===== src/rtl/vga_pkg.sv =====
// Shared VGA timing package.
// Holds the default 640x480@60Hz timing constants, the derived line/frame
// totals, the default sync window positions and the content window height
// that the frame buffer also sizes its address space from.
package vga_pkg;

    localparam int VGA_H_VISIBLE    = 640;
    localparam int VGA_H_FRONT      = 16;
    localparam int VGA_H_SYNC       = 96;
    localparam int VGA_H_BACK       = 48;
    localparam int VGA_V_VISIBLE    = 480;
    localparam int VGA_V_FRONT      = 10;
    localparam int VGA_V_SYNC       = 2;
    localparam int VGA_V_BACK       = 33;
    localparam int VGA_V_BORDER     = 40;
    localparam int VGA_SYNC_DELAY   = 2;
    localparam int VGA_BLINK_FRAMES = 16;

    // Counter and coordinate widths; 10 bits covers both 800 and 525.
    localparam int CNT_W = 10;
    localparam int ROW_W = 10;
    localparam int COL_W = 10;

    function automatic int span_total(input int visible, input int front,
                                      input int sync_w, input int back);
        return visible + front + sync_w + back;
    endfunction

    localparam int VGA_H_TOTAL = span_total(VGA_H_VISIBLE, VGA_H_FRONT, VGA_H_SYNC, VGA_H_BACK);
    localparam int VGA_V_TOTAL = span_total(VGA_V_VISIBLE, VGA_V_FRONT, VGA_V_SYNC, VGA_V_BACK);

    // Inclusive sync windows in counter coordinates (656..751, 490..491).
    localparam int VGA_HSYNC_START = VGA_H_VISIBLE + VGA_H_FRONT;
    localparam int VGA_HSYNC_END   = VGA_HSYNC_START + VGA_H_SYNC - 1;
    localparam int VGA_VSYNC_START = VGA_V_VISIBLE + VGA_V_FRONT;
    localparam int VGA_VSYNC_END   = VGA_VSYNC_START + VGA_V_SYNC - 1;

    localparam int CONTENT_LINES = VGA_V_VISIBLE - 2 * VGA_V_BORDER;

endpackage


===== src/rtl/vga_timing_gen_if.sv =====
// Raster timing bundle from vga_timing_gen to the frame buffer / DAC path.
//   master: driven by the timing generator
//   slave : consumed by the frame buffer, DAC and CPU status register
// Signals: row, col, is_blank, is_border, hsync, vsync, vretrace,
//          display_disable, frame_start, cursor_blink.
interface vga_timing_gen_if;
    import vga_pkg::*;

    logic [ROW_W-1:0] row;
    logic [COL_W-1:0] col;
    logic             is_blank;
    logic             is_border;
    logic             hsync;
    logic             vsync;
    logic             vretrace;
    logic             display_disable;
    logic             frame_start;
    logic             cursor_blink;

    modport master (
        output row, col, is_blank, is_border, hsync, vsync,
               vretrace, display_disable, frame_start, cursor_blink
    );

    modport slave (
        input  row, col, is_blank, is_border, hsync, vsync,
               vretrace, display_disable, frame_start, cursor_blink
    );

endinterface


===== src/rtl/vga_delay_line.sv =====
// Fixed-length shift line with a per-bit reset value.
// Ports:
//   clk     - clock
//   reset_n - asynchronous active-low reset, loads RST_VAL into every stage
//   din     - input word
//   dout    - din delayed by DEPTH cycles (combinational pass-through if DEPTH=0)
module vga_delay_line #(
    parameter int               WIDTH   = 1,
    parameter int               DEPTH   = 1,
    parameter logic [WIDTH-1:0] RST_VAL = '0
) (
    input  logic             clk,
    input  logic             reset_n,
    input  logic [WIDTH-1:0] din,
    output logic [WIDTH-1:0] dout
);

    if (DEPTH == 0) begin : g_bypass
        // Clock and reset are not needed when the line has no stages.
        logic unused_ctrl;
        assign unused_ctrl = clk ^ reset_n;
        assign dout = din;
    end else begin : g_line
        logic [WIDTH-1:0] taps [DEPTH];

        always_ff @(posedge clk or negedge reset_n) begin
            if (!reset_n) begin
                for (int i = 0; i < DEPTH; i++) taps[i] <= RST_VAL;
            end else begin
                taps[0] <= din;
                for (int i = 1; i < DEPTH; i++) taps[i] <= taps[i-1];
            end
        end

        assign dout = taps[DEPTH-1];
    end

endmodule


===== src/rtl/vga_timing_gen.sv =====
// Raster timing generator feeding the frame buffer and the DAC.
// Runs free-running h/v counters, decodes visible/border/content regions,
// registers all outputs one cycle after the counter state they describe, and
// delays hsync/vsync by SYNC_DELAY more cycles to line up with the pixel path.
// Ports:
//   clk     - pixel clock
//   reset_n - asynchronous active-low reset
//   vid     - master side of vga_timing_gen_if (row, col, is_blank, is_border,
//             hsync, vsync, vretrace, display_disable, frame_start, cursor_blink)
module vga_timing_gen
    import vga_pkg::*;
#(
    parameter int H_VISIBLE    = VGA_H_VISIBLE,
    parameter int H_FRONT      = VGA_H_FRONT,
    parameter int H_SYNC       = VGA_H_SYNC,
    parameter int H_BACK       = VGA_H_BACK,
    parameter int V_VISIBLE    = VGA_V_VISIBLE,
    parameter int V_FRONT      = VGA_V_FRONT,
    parameter int V_SYNC       = VGA_V_SYNC,
    parameter int V_BACK       = VGA_V_BACK,
    parameter int V_BORDER     = VGA_V_BORDER,
    parameter int SYNC_DELAY   = VGA_SYNC_DELAY,
    parameter int BLINK_FRAMES = VGA_BLINK_FRAMES
) (
    input  logic             clk,
    input  logic             reset_n,
    vga_timing_gen_if.master vid
);

    localparam int H_TOTAL = span_total(H_VISIBLE, H_FRONT, H_SYNC, H_BACK);
    localparam int V_TOTAL = span_total(V_VISIBLE, V_FRONT, V_SYNC, V_BACK);
    localparam int FC_W    = $clog2(BLINK_FRAMES + 1);

    localparam logic [CNT_W-1:0] H_LAST    = CNT_W'(H_TOTAL - 1);
    localparam logic [CNT_W-1:0] V_LAST    = CNT_W'(V_TOTAL - 1);
    localparam logic [CNT_W-1:0] H_VIS     = CNT_W'(H_VISIBLE);
    localparam logic [CNT_W-1:0] V_VIS     = CNT_W'(V_VISIBLE);
    localparam logic [CNT_W-1:0] V_BRD     = CNT_W'(V_BORDER);
    localparam logic [CNT_W-1:0] V_BRD_END = CNT_W'(V_VISIBLE - V_BORDER);
    localparam logic [CNT_W-1:0] HS_START  = CNT_W'(H_VISIBLE + H_FRONT);
    localparam logic [CNT_W-1:0] HS_END    = CNT_W'(H_VISIBLE + H_FRONT + H_SYNC - 1);
    localparam logic [CNT_W-1:0] VS_START  = CNT_W'(V_VISIBLE + V_FRONT);
    localparam logic [CNT_W-1:0] VS_END    = CNT_W'(V_VISIBLE + V_FRONT + V_SYNC - 1);
    localparam logic [FC_W-1:0]  FC_LAST   = FC_W'(BLINK_FRAMES - 1);

    if (2 * V_BORDER >= V_VISIBLE || V_VISIBLE - 2 * V_BORDER > 1024) begin : g_bad_border
        $error("vga_timing_gen: V_BORDER leaves no valid content window");
    end
    if (H_TOTAL > 2**CNT_W || V_TOTAL > 2**CNT_W) begin : g_bad_total
        $error("vga_timing_gen: line or frame total exceeds counter range");
    end

    logic [CNT_W-1:0] h_count;
    logic [CNT_W-1:0] v_count;

    always_ff @(posedge clk or negedge reset_n) begin
        if (!reset_n) begin
            h_count <= '0;
            v_count <= '0;
        end else if (h_count == H_LAST) begin
            h_count <= '0;
            v_count <= (v_count == V_LAST) ? '0 : v_count + CNT_W'(1);
        end else begin
            h_count <= h_count + CNT_W'(1);
        end
    end

    // Stage p0: region decode straight off the counters.
    logic             visible_p0;
    logic             border_line_p0;
    logic             content_p0;
    logic [ROW_W-1:0] row_p0;
    logic [COL_W-1:0] col_p0;
    logic             hs_p0;
    logic             vs_p0;

    always_comb begin
        visible_p0     = (h_count < H_VIS) && (v_count < V_VIS);
        border_line_p0 = (v_count < V_BRD) || (v_count >= V_BRD_END);
        content_p0     = visible_p0 && !border_line_p0;
        // Gated by content, so v_count >= V_BORDER and this cannot underflow.
        row_p0         = content_p0 ? (v_count - V_BRD) : '0;
        col_p0         = visible_p0 ? h_count : '0;
        hs_p0          = !((h_count >= HS_START) && (h_count <= HS_END));
        vs_p0          = !((v_count >= VS_START) && (v_count <= VS_END));
    end

    // Stage p1: registered outputs, one cycle behind the counters.
    logic [ROW_W-1:0] row_p1;
    logic [COL_W-1:0] col_p1;
    logic             blank_p1;
    logic             border_p1;
    logic             hs_p1;
    logic             vs_p1;
    logic             vretrace_p1;
    logic             disable_p1;
    logic             frame_p1;

    always_ff @(posedge clk or negedge reset_n) begin
        if (!reset_n) begin
            row_p1      <= '0;
            col_p1      <= '0;
            blank_p1    <= 1'b1;
            border_p1   <= 1'b0;
            hs_p1       <= 1'b1;
            vs_p1       <= 1'b1;
            vretrace_p1 <= 1'b0;
            disable_p1  <= 1'b1;
            frame_p1    <= 1'b0;
        end else begin
            row_p1      <= row_p0;
            col_p1      <= col_p0;
            blank_p1    <= !visible_p0;
            border_p1   <= visible_p0 && border_line_p0;
            hs_p1       <= hs_p0;
            vs_p1       <= vs_p0;
            vretrace_p1 <= (v_count >= V_VIS);
            disable_p1  <= !content_p0;
            frame_p1    <= (h_count == '0) && (v_count == '0);
        end
    end

    // Cursor blink: counts emitted frame_start pulses.
    logic [FC_W-1:0] frame_cnt;
    logic            blink;

    always_ff @(posedge clk or negedge reset_n) begin
        if (!reset_n) begin
            frame_cnt <= '0;
            blink     <= 1'b0;
        end else if (frame_p1) begin
            if (frame_cnt == FC_LAST) begin
                frame_cnt <= '0;
                blink     <= ~blink;
            end else begin
                frame_cnt <= frame_cnt + FC_W'(1);
            end
        end
    end

    // Stage p2: sync alignment with the frame buffer RAM and glyph stage.
    logic [1:0] sync_p2;

    vga_delay_line #(
        .WIDTH   (2),
        .DEPTH   (SYNC_DELAY),
        .RST_VAL (2'b11)
    ) u_sync_delay (
        .clk     (clk),
        .reset_n (reset_n),
        .din     ({hs_p1, vs_p1}),
        .dout    (sync_p2)
    );

    assign vid.row             = row_p1;
    assign vid.col             = col_p1;
    assign vid.is_blank        = blank_p1;
    assign vid.is_border       = border_p1;
    assign vid.hsync           = sync_p2[1];
    assign vid.vsync           = sync_p2[0];
    assign vid.vretrace        = vretrace_p1;
    assign vid.display_disable = disable_p1;
    assign vid.frame_start     = frame_p1;
    assign vid.cursor_blink    = blink;

endmodule


===== src/flat_wrapper.sv =====
// flat-port wrapper written by rule: the top's interface ports become plain ports
module vga_timing_gen_flat import vga_pkg::*;
#(
    parameter int H_VISIBLE    = VGA_H_VISIBLE,
    parameter int H_FRONT      = VGA_H_FRONT,
    parameter int H_SYNC       = VGA_H_SYNC,
    parameter int H_BACK       = VGA_H_BACK,
    parameter int V_VISIBLE    = VGA_V_VISIBLE,
    parameter int V_FRONT      = VGA_V_FRONT,
    parameter int V_SYNC       = VGA_V_SYNC,
    parameter int V_BACK       = VGA_V_BACK,
    parameter int V_BORDER     = VGA_V_BORDER,
    parameter int SYNC_DELAY   = VGA_SYNC_DELAY,
    parameter int BLINK_FRAMES = VGA_BLINK_FRAMES
)
  (clk, reset_n, vid_row, vid_col, vid_is_blank, vid_is_border, vid_hsync, vid_vsync, vid_vretrace, vid_display_disable, vid_frame_start, vid_cursor_blink);
  vga_timing_gen_if vid_i ();
  input  logic clk;
  input  logic reset_n;
  output wire logic [$bits(vid_i.row)-1:0] vid_row;
  output wire logic [$bits(vid_i.col)-1:0] vid_col;
  output wire logic [$bits(vid_i.is_blank)-1:0] vid_is_blank;
  output wire logic [$bits(vid_i.is_border)-1:0] vid_is_border;
  output wire logic [$bits(vid_i.hsync)-1:0] vid_hsync;
  output wire logic [$bits(vid_i.vsync)-1:0] vid_vsync;
  output wire logic [$bits(vid_i.vretrace)-1:0] vid_vretrace;
  output wire logic [$bits(vid_i.display_disable)-1:0] vid_display_disable;
  output wire logic [$bits(vid_i.frame_start)-1:0] vid_frame_start;
  output wire logic [$bits(vid_i.cursor_blink)-1:0] vid_cursor_blink;
  assign vid_row = vid_i.row;
  assign vid_col = vid_i.col;
  assign vid_is_blank = vid_i.is_blank;
  assign vid_is_border = vid_i.is_border;
  assign vid_hsync = vid_i.hsync;
  assign vid_vsync = vid_i.vsync;
  assign vid_vretrace = vid_i.vretrace;
  assign vid_display_disable = vid_i.display_disable;
  assign vid_frame_start = vid_i.frame_start;
  assign vid_cursor_blink = vid_i.cursor_blink;
  vga_timing_gen #(.H_VISIBLE(H_VISIBLE), .H_FRONT(H_FRONT), .H_SYNC(H_SYNC), .H_BACK(H_BACK), .V_VISIBLE(V_VISIBLE), .V_FRONT(V_FRONT), .V_SYNC(V_SYNC), .V_BACK(V_BACK), .V_BORDER(V_BORDER), .SYNC_DELAY(SYNC_DELAY), .BLINK_FRAMES(BLINK_FRAMES)) u_core (.clk(clk), .reset_n(reset_n), .vid(vid_i));
endmodule

===== config.mk =====
export PLATFORM = sky130hd
export DESIGN_NAME = vga_timing_gen_flat
export DESIGN_NICKNAME = d
export VERILOG_FILES = /design/src/rtl/vga_pkg.sv /design/src/rtl/vga_timing_gen_if.sv /design/src/rtl/vga_delay_line.sv /design/src/rtl/vga_timing_gen.sv /design/src/flat_wrapper.sv
export SDC_FILE = /design/constraint.sdc
export NUM_CORES = 1
export LEC_CHECK = 0
export CORE_ASPECT_RATIO = 0.8
export CORE_MARGIN = 3
export CORE_UTILIZATION = 49
export CTS_CLUSTER_DIAMETER = 200
export DETAILED_ROUTE_END_ITERATION = 8
export PLACE_DENSITY = 0.72
export SKIP_CTS_REPAIR_TIMING = 1
export SLEW_MARGIN = 20
export SYNTH_ARGS = -nofsm -noshare
export SYNTH_HDL_FRONTEND = slang
export SYNTH_SLANG_ARGS = --single-unit

===== constraint.sdc =====
create_clock -name clk -period 2 [get_ports clk]
set_input_delay 0.4 -clock clk [delete_from_list [all_inputs] [get_ports clk]]
set_output_delay 0.4 -clock clk [all_outputs]
set_load 0.01 [all_outputs]

==> metrics, run 1 <==
initial drt markers=164; most common cell after layout, fill and taps aside=dfrtp_1; switching pwr=0.465 mW; Placement Setup Slack=0.0527 ns; vias in the first global route=1768; Peak Freq=522 MHz; fin. max-slew vios=0; Synth Area in Compound Gates=5.52%; run status=completed; Worst-Margin Slew=0.455 ns; post-synthesis simple-gate area fraction=22.8%; GRT Util Overall=18.0%; fin util=67.1%; final instance area=3160 um2; post-route ant nets=0; Inst Count DP=322; combinational group share of total power=1.1%; Die Height=69.2 um; syn nets=234; CP Capture Type=register; Mapped Cells=224; met3 wire len=330 um; number of vias in the routed layout=1802; Row Count=22; warnings from Yosys=0; Fin Setup TNS=0 ns; port bufs=29; sw frac=19.7%; min Tclk post-route=1.92 ns; Via-to-Cell Ratio=5.32; Clock Tree Buf Depth=2; Required @ worst endpoint=2.22 ns; PnR worst setup slack=0.0832 ns; Die Footprint=5880 um2; Seq/Total Area, Yosys=58.7%; routability cong.=0.823; #FFs+latches synth=57; xor and xnor area share after synthesis=5.37%; CP startpoint kind=register; Clock Skews=0.00766 ns; layout cell share with drive strength beyond 1=18.6%; initial antenna violation count=0; Inserted Clock Buffers=9; MaxCap Viol Count=0; power per cell area=747 nW/um2; DRC errors left=0; wire per inst=14.4 um; clk sinks=57; drt pass-1 iters=6; commonest non-fill, non-tap cells in the layout=dfrtp_1 (49), clkdlybuf4s50_1 (28), nand2_1 (17), buf_4 (17), nor2_1 (15); clock root buffer=clkbuf_8; area added between synthesis and finish=29.0%; max_slew headroom=69.6%; hold crit path type=in -> async; placed cell areas=2920 um2; DP HPWL=3310 um; final worst-path cycle share=95.8%; met1 wire length=2360 um; RSZ-0062 raised after global routing=false; later-pin clock latency in the skew report=0.33 ns; Post-Synthesis Cell Area=2450 um2; Non-Filler Instances=339; Core Area=4710 um2; Reg power frac=49.0%; Hold Vio Cnt, Final=0; GR Overflow Total=0; CTS tree=done; Leak=1.42 nW; H-Tree Level Count=3; internal power=1.89 mW; largest family of logic cells by synthesized area=simple AND/OR/NAND/NOR gates; initial core utilization=52.0%; crit path max fanout=4; Distinct cells, synth=37; first-pass GRT wire length=8320 um; pin count of the biggest net entering global routing=58; post-synthesis adder-cell area fraction=4.09%; die width=85.0 um; syn_area_per_cell=10.9 um2; Max rail drop VDD=0.000572 V; antenna cells=0; met2 wire length=2160 um; Clk pwr share=49.9%; Layout Nets=284; IO Pins=30; Clock transition at path regs=0.06 ns; Worst Path Arrival=2.14 ns; DR top layer=met4; final wirelength=4870 um; Final setup viols=0; WS Path Type=reg -> reg; post-synthesis mux area share=0.460%
==> metal layers <==
layer / track usage, % / vias to the layer above
met5: 0 / -
met4: 4.75 / 0
met3: 7.24 / 5
met2: 25.6 / 48
met1: 25.7 / 874
li1: - / 875
==> state kept, by name, summed over array words and instances, names as in the netlist <==
signal	cells
u_core.frame_cnt	5
u_core.h_count	10
u_core.hs_p1	1
u_core.u_sync_delay.dout	2
u_core.u_sync_delay.g_line.taps	2
u_core.v_count	10
u_core.vid.col	10
u_core.vid.cursor_blink	1
u_core.vid.display_disable	1
u_core.vid.frame_start	1
u_core.vid.is_blank	1
u_core.vid.is_border	1
u_core.vid.row	10
u_core.vid.vretrace	1
u_core.vs_p1	1
==> worst max-delay path, stage by stage, from the launching register on <==
cell     delay (ns)
dfrtp_1        0.38
or4b_4         0.53
buf_4          0.16
nor4_1         0.30
buf_4          0.19
nor2_1         0.04
a31o_2         0.21
==> layout make-up <==
class                      count  area (um2)
sequential                    57        1440
clock buffer                  11         141
inverter                      10        37.5
clock inverter                 5        78.8
fill                         344        1550
timing repair buffer          48         453
multi-input combinational    148         935
tap                           60        75.1
==> cell families (layout without fill, tap and decap cells) <==
| kind of cell | after synthesis | after routing |
|---|---|---|
| multiplexers | 1 | 1 |
| flip-flops | 57 | 57 |
| buffers and inverters | 19 | 74 |
| adder cells (fa/ha/maj) | 8 | 8 |
| AO/OA/AOI/OAI | 23 | 23 |
| AND/OR/NAND/NOR | 101 | 101 |
| XOR/XNOR | 15 | 15 |
==> path summary, 6_finish.rpt <==
path / end / startpoint / depth (start not counted) / slack (ns)
setup / recovery: u_core.v_count[4] / u_core.h_count[7] / 6 / 0.08
hold / removal: u_core.vid.row[9] / reset_n / 2 / 0.05
setup reg to reg: u_core.v_count[4] / u_core.h_count[7] / 6 / 0.08
hold reg to reg: u_core.u_sync_delay.g_line.taps[3] / u_core.hs_p1 / 0 / 0.35
max in group asynchronous: u_core.hs_p1 / reset_n / 2 / 1.64
min in group clk: u_core.u_sync_delay.g_line.taps[3] / u_core.hs_p1 / 0 / 0.35
==> metrics by stage <==
| step | hold WS [ns] | power [mW] |
|---|---|---|
| 2_1_floorplan | 0.104 | 1.17 |
| 3_3_place_gp | 0.346 | 1.20 |
| 3_5_place_dp | 0.349 | 1.20 |
| 4_1_cts | 0.0558 | 2.39 |
| 5_1_grt | 0.0812 | 2.44 |
| 6_report | 0.0499 | 2.36 |
==> cells in the mapped netlist <==
master,number,area share [%]
and2_1,11,2.8
a21oi_1,7,1.4
a211oi_1,1,0.31
nor3_1,12,2.5
nand3_1,12,2.5
buf_4,1,0.31
a31oi_1,1,0.26
nor4_1,3,0.77
ha_1,8,4.1
and4_1,2,0.72
or4_1,5,1.5
and3_1,2,0.51
a31o_2,1,0.36
dfstp_2,8,8.6
nor2_1,15,2.3
or4_4,1,0.46
inv_1,10,1.5
xnor2_1,8,2.9
nand2b_1,2,0.51
nand2_1,17,2.6
or3_1,3,0.77
o21ai_0,10,2.0
o41ai_1,1,0.36
or2_2,2,0.51
dfrtp_1,49,50
or4b_1,1,0.41
xor2_1,7,2.5
or4b_4,1,0.56
nor3_2,1,0.41
buf_2,1,0.20
nor2b_1,4,1.0
clkbuf_1,7,1.1
o2111ai_1,1,0.36
mux2_2,1,0.46
nand4_1,6,1.5
o21ba_2,1,0.41
or4b_2,1,0.41
==> power by group through the flow <==
stage	combinational (mW)	clock (mW)	sequential [mW]
after floorplan	0.000000377	0	1.17
after global placement	0.0279	0	1.17
after detailed placement	0.0283	0	1.17
after CTS	0.0283	1.21	1.15
after global routing	0.0320	1.25	1.15
final	0.0262	1.18	1.15
No activity file was read; power rests on OpenSTA's default activity.
==> inputs of run 2 (changes only) <==
--- a/config.mk
+++ b/config.mk
@@ -7,10 +7,11 @@
 export LEC_CHECK = 0
 export CORE_ASPECT_RATIO = 0.8
 export CORE_MARGIN = 3
-export CORE_UTILIZATION = 49
+export CORE_UTILIZATION = 52
 export CTS_CLUSTER_DIAMETER = 200
 export DETAILED_ROUTE_END_ITERATION = 8
-export PLACE_DENSITY = 0.72
+export PLACE_DENSITY = 0.73
+export REMOVE_ABC_BUFFERS = 1
 export SKIP_CTS_REPAIR_TIMING = 1
 export SLEW_MARGIN = 20
 export SYNTH_ARGS = -nofsm -noshare
==> constraint.sdc (replaced) <==
create_clock -name clk -period 1.9 [get_ports clk]
set_input_delay 0.38 -clock clk [delete_from_list [all_inputs] [get_ports clk]]
set_output_delay 0.38 -clock clk [all_outputs]
set_load 0.01 [all_outputs]
==> metrics, run 2 (same netlist as run 1, synthesis figures left out) <==
drt pass-1 iters=4 (was 6); Die Footprint=5570 um2 (was 5880 um2); min Tclk post-route=1.96 ns (was 1.92 ns); post-route ant nets=0 (unchanged); pin count of the biggest net entering global routing=39 (was 58); wire per inst=14.8 um (was 14.4 um); most common cell after layout, fill and taps aside=dfrtp_1 (unchanged); Worst Path Arrival=2.22 ns (was 2.14 ns); RSZ-0062 raised after global routing=true (was false); Leak=1.44 nW (was 1.42 nW); Inst Count DP=323 (was 322); final wirelength=5040 um (was 4870 um); IO Pins=30 (unchanged); WS Path Type=reg -> reg (unchanged); fin. max-slew vios=0 (unchanged); antenna cells=0 (unchanged); die width=82.7 um (was 85.0 um); CTS tree=done (unchanged); Row Count=21 (was 22); crit path launch=u_core.h_count[6] (was u_core.h_count[7]); Worst-Margin Slew=0.473 ns (was 0.455 ns); port bufs=29 (unchanged); Required @ worst endpoint=2.16 ns (was 2.22 ns); Final setup viols=3 (was 0); first-pass GRT wire length=8200 um (was 8320 um); Clock transition at path regs=0.06 ns (about the same); minimum hold slack=0.00139 ns (was 0.0499 ns); MaxCap Viol Count=0 (unchanged); run status=complete, but fails checks (was completed); FF-to-FF End=u_core.v_count[9] (was u_core.v_count[4]); layout cell share with drive strength beyond 1=21.2% (was 18.6%); crit path max fanout=2 (was 4); hold crit path type=in -> async (unchanged); vias in the first global route=1710 (was 1768); GRT Util Overall=20.5% (was 18.0%); GR Overflow Total=0 (unchanged); DRC errors left=0 (unchanged); Hold Vio Cnt, Final=0 (unchanged); final worst-path cycle share=103% (was 95.8%); later-pin clock latency in the skew report=0.33 ns (about the same); failing checks=negative setup slack; Clock Skews=0.00778 ns (was 0.00766 ns); Layout Nets=288 (was 284); routability cong.=0.864 (was 0.823); FF-to-FF setup slack=-0.06 ns (was 0.08 ns); initial core utilization=56.1% (was 52.0%); DP HPWL=3490 um (was 3310 um); FF-to-FF Start=u_core.h_count[6] (was u_core.h_count[7]); Clock Tree Buf Depth=2 (unchanged); Core Area=4360 um2 (was 4710 um2); H-Tree Level Count=3 (unchanged); Inserted Clock Buffers=9 (unchanged); Non-Filler Instances=340 (was 339); power per cell area=758 nW/um2 (was 747 nW/um2); Critical Path Sink=u_core.v_count[9] (was u_core.v_count[4]); Placement Setup Slack=-0.0175 ns (was 0.0527 ns); initial antenna violation count=0 (unchanged); number of vias in the routed layout=1828 (was 1802); PnR worst setup slack=-0.0564 ns (was 0.0832 ns); CP startpoint kind=register (unchanged); R2R cell count=4 (was 6); max_slew headroom=68.5% (was 69.6%); Die Height=67.4 um (was 69.2 um); CP Capture Type=register (unchanged); initial drt markers=136 (was 164); clock root buffer=clkbuf_8 (unchanged); Max rail drop VDD=0.000566 V (was 0.000572 V); clk sinks=57 (unchanged); filler instances=324 (was 344); Peak Freq=511 MHz (was 522 MHz); commonest non-fill, non-tap cells in the layout=dfrtp_1 (49), clkdlybuf4s50_1 (28), buf_4 (20), nand2_1 (17), nor2_1 (15) (was dfrtp_1 (49), clkdlybuf4s50_1 (28), nand2_1 (17), buf_4 (17), nor2_1 (15)); Via-to-Cell Ratio=5.38 (was 5.32); fin util=73.4% (was 67.1%); area added between synthesis and finish=30.8% (was 29.0%)
==> run 2: changes by cell type in the layout (fill, tap and decap cells not counted), sizes merged <==
cell and delta:
bufinv -1, buf +4, clkbuf +3, clkinv -2
==> run 2: how the worst min path moves through the flow <==
stage | startpoint | to | slack, ns | depth (start not counted)
floorplan | reset_n | u_core.frame_cnt[0] | 0.08 | 0
global placement | u_core.vs_p1 | u_core.u_sync_delay.g_line.taps[2] | 0.35 | 0
detailed placement | u_core.vs_p1 | u_core.u_sync_delay.g_line.taps[2] | 0.35 | 0
CTS | reset_n | u_core.h_count[6] | 0.002 | 1
global route | reset_n | u_core.h_count[8] | 0.02 | 1
finish | reset_n | u_core.vid.row[7] | 0.001 | 1
==> run 2: routing by layer <==
layer	vias up	wire length, um	global-route usage (%)
met4	0	73	8.37
met2	43	2420	30.3
li1	878	-	-
met3	9	244	7.33
met1	898	2310	27.6
met5	-	0	0
==> run 2: power breakdown <==
part / internal, mW / total [mW] / leakage (nW) / switching [mW]
combinational: 0.00488 / 0.0273 / 0.593 / 0.0224
sequential: 1.22 / 1.22 / 0.734 / 0
clock: 0.747 / 1.19 / 0.113 / 0.439
==> run 2: final cells by class <==
cell class              instances  area (um2)  area share, %
clock inverters                 2        35.0           1.09
multi-input cells             148         952           29.7
repair buffers                 52         487           15.2
clock buffers                  14         183           5.71
flip-flops and latches         57        1440           44.9
well taps                      57        71.3           2.23
inverters                      10        37.5           1.17
==> run 2: stage by stage <==
| stage | power (mW) | cell area, um2 | setup TNS, ns |
|---|---|---|---|
| 2_1_floorplan | 1.24 | 2410 | -0.0948 |
| 3_3_place_gp | 1.27 | 2960 | 0 |
| 3_5_place_dp | 1.27 | 2960 | -0.0306 |
| 4_1_cts | 2.45 | 3170 | -0.0740 |
| 5_1_grt | 2.53 | 3200 | -0.347 |
| 6_report | 2.43 | 3200 | -0.0781 |
==> run 2: worst max-delay path, stage by stage (launching register included) <==
cell and delay (ns):
dfrtp_1 0.37, or4b_4 0.54, or4_4 0.44, or3_1 0.41
a21oi_2 0.12
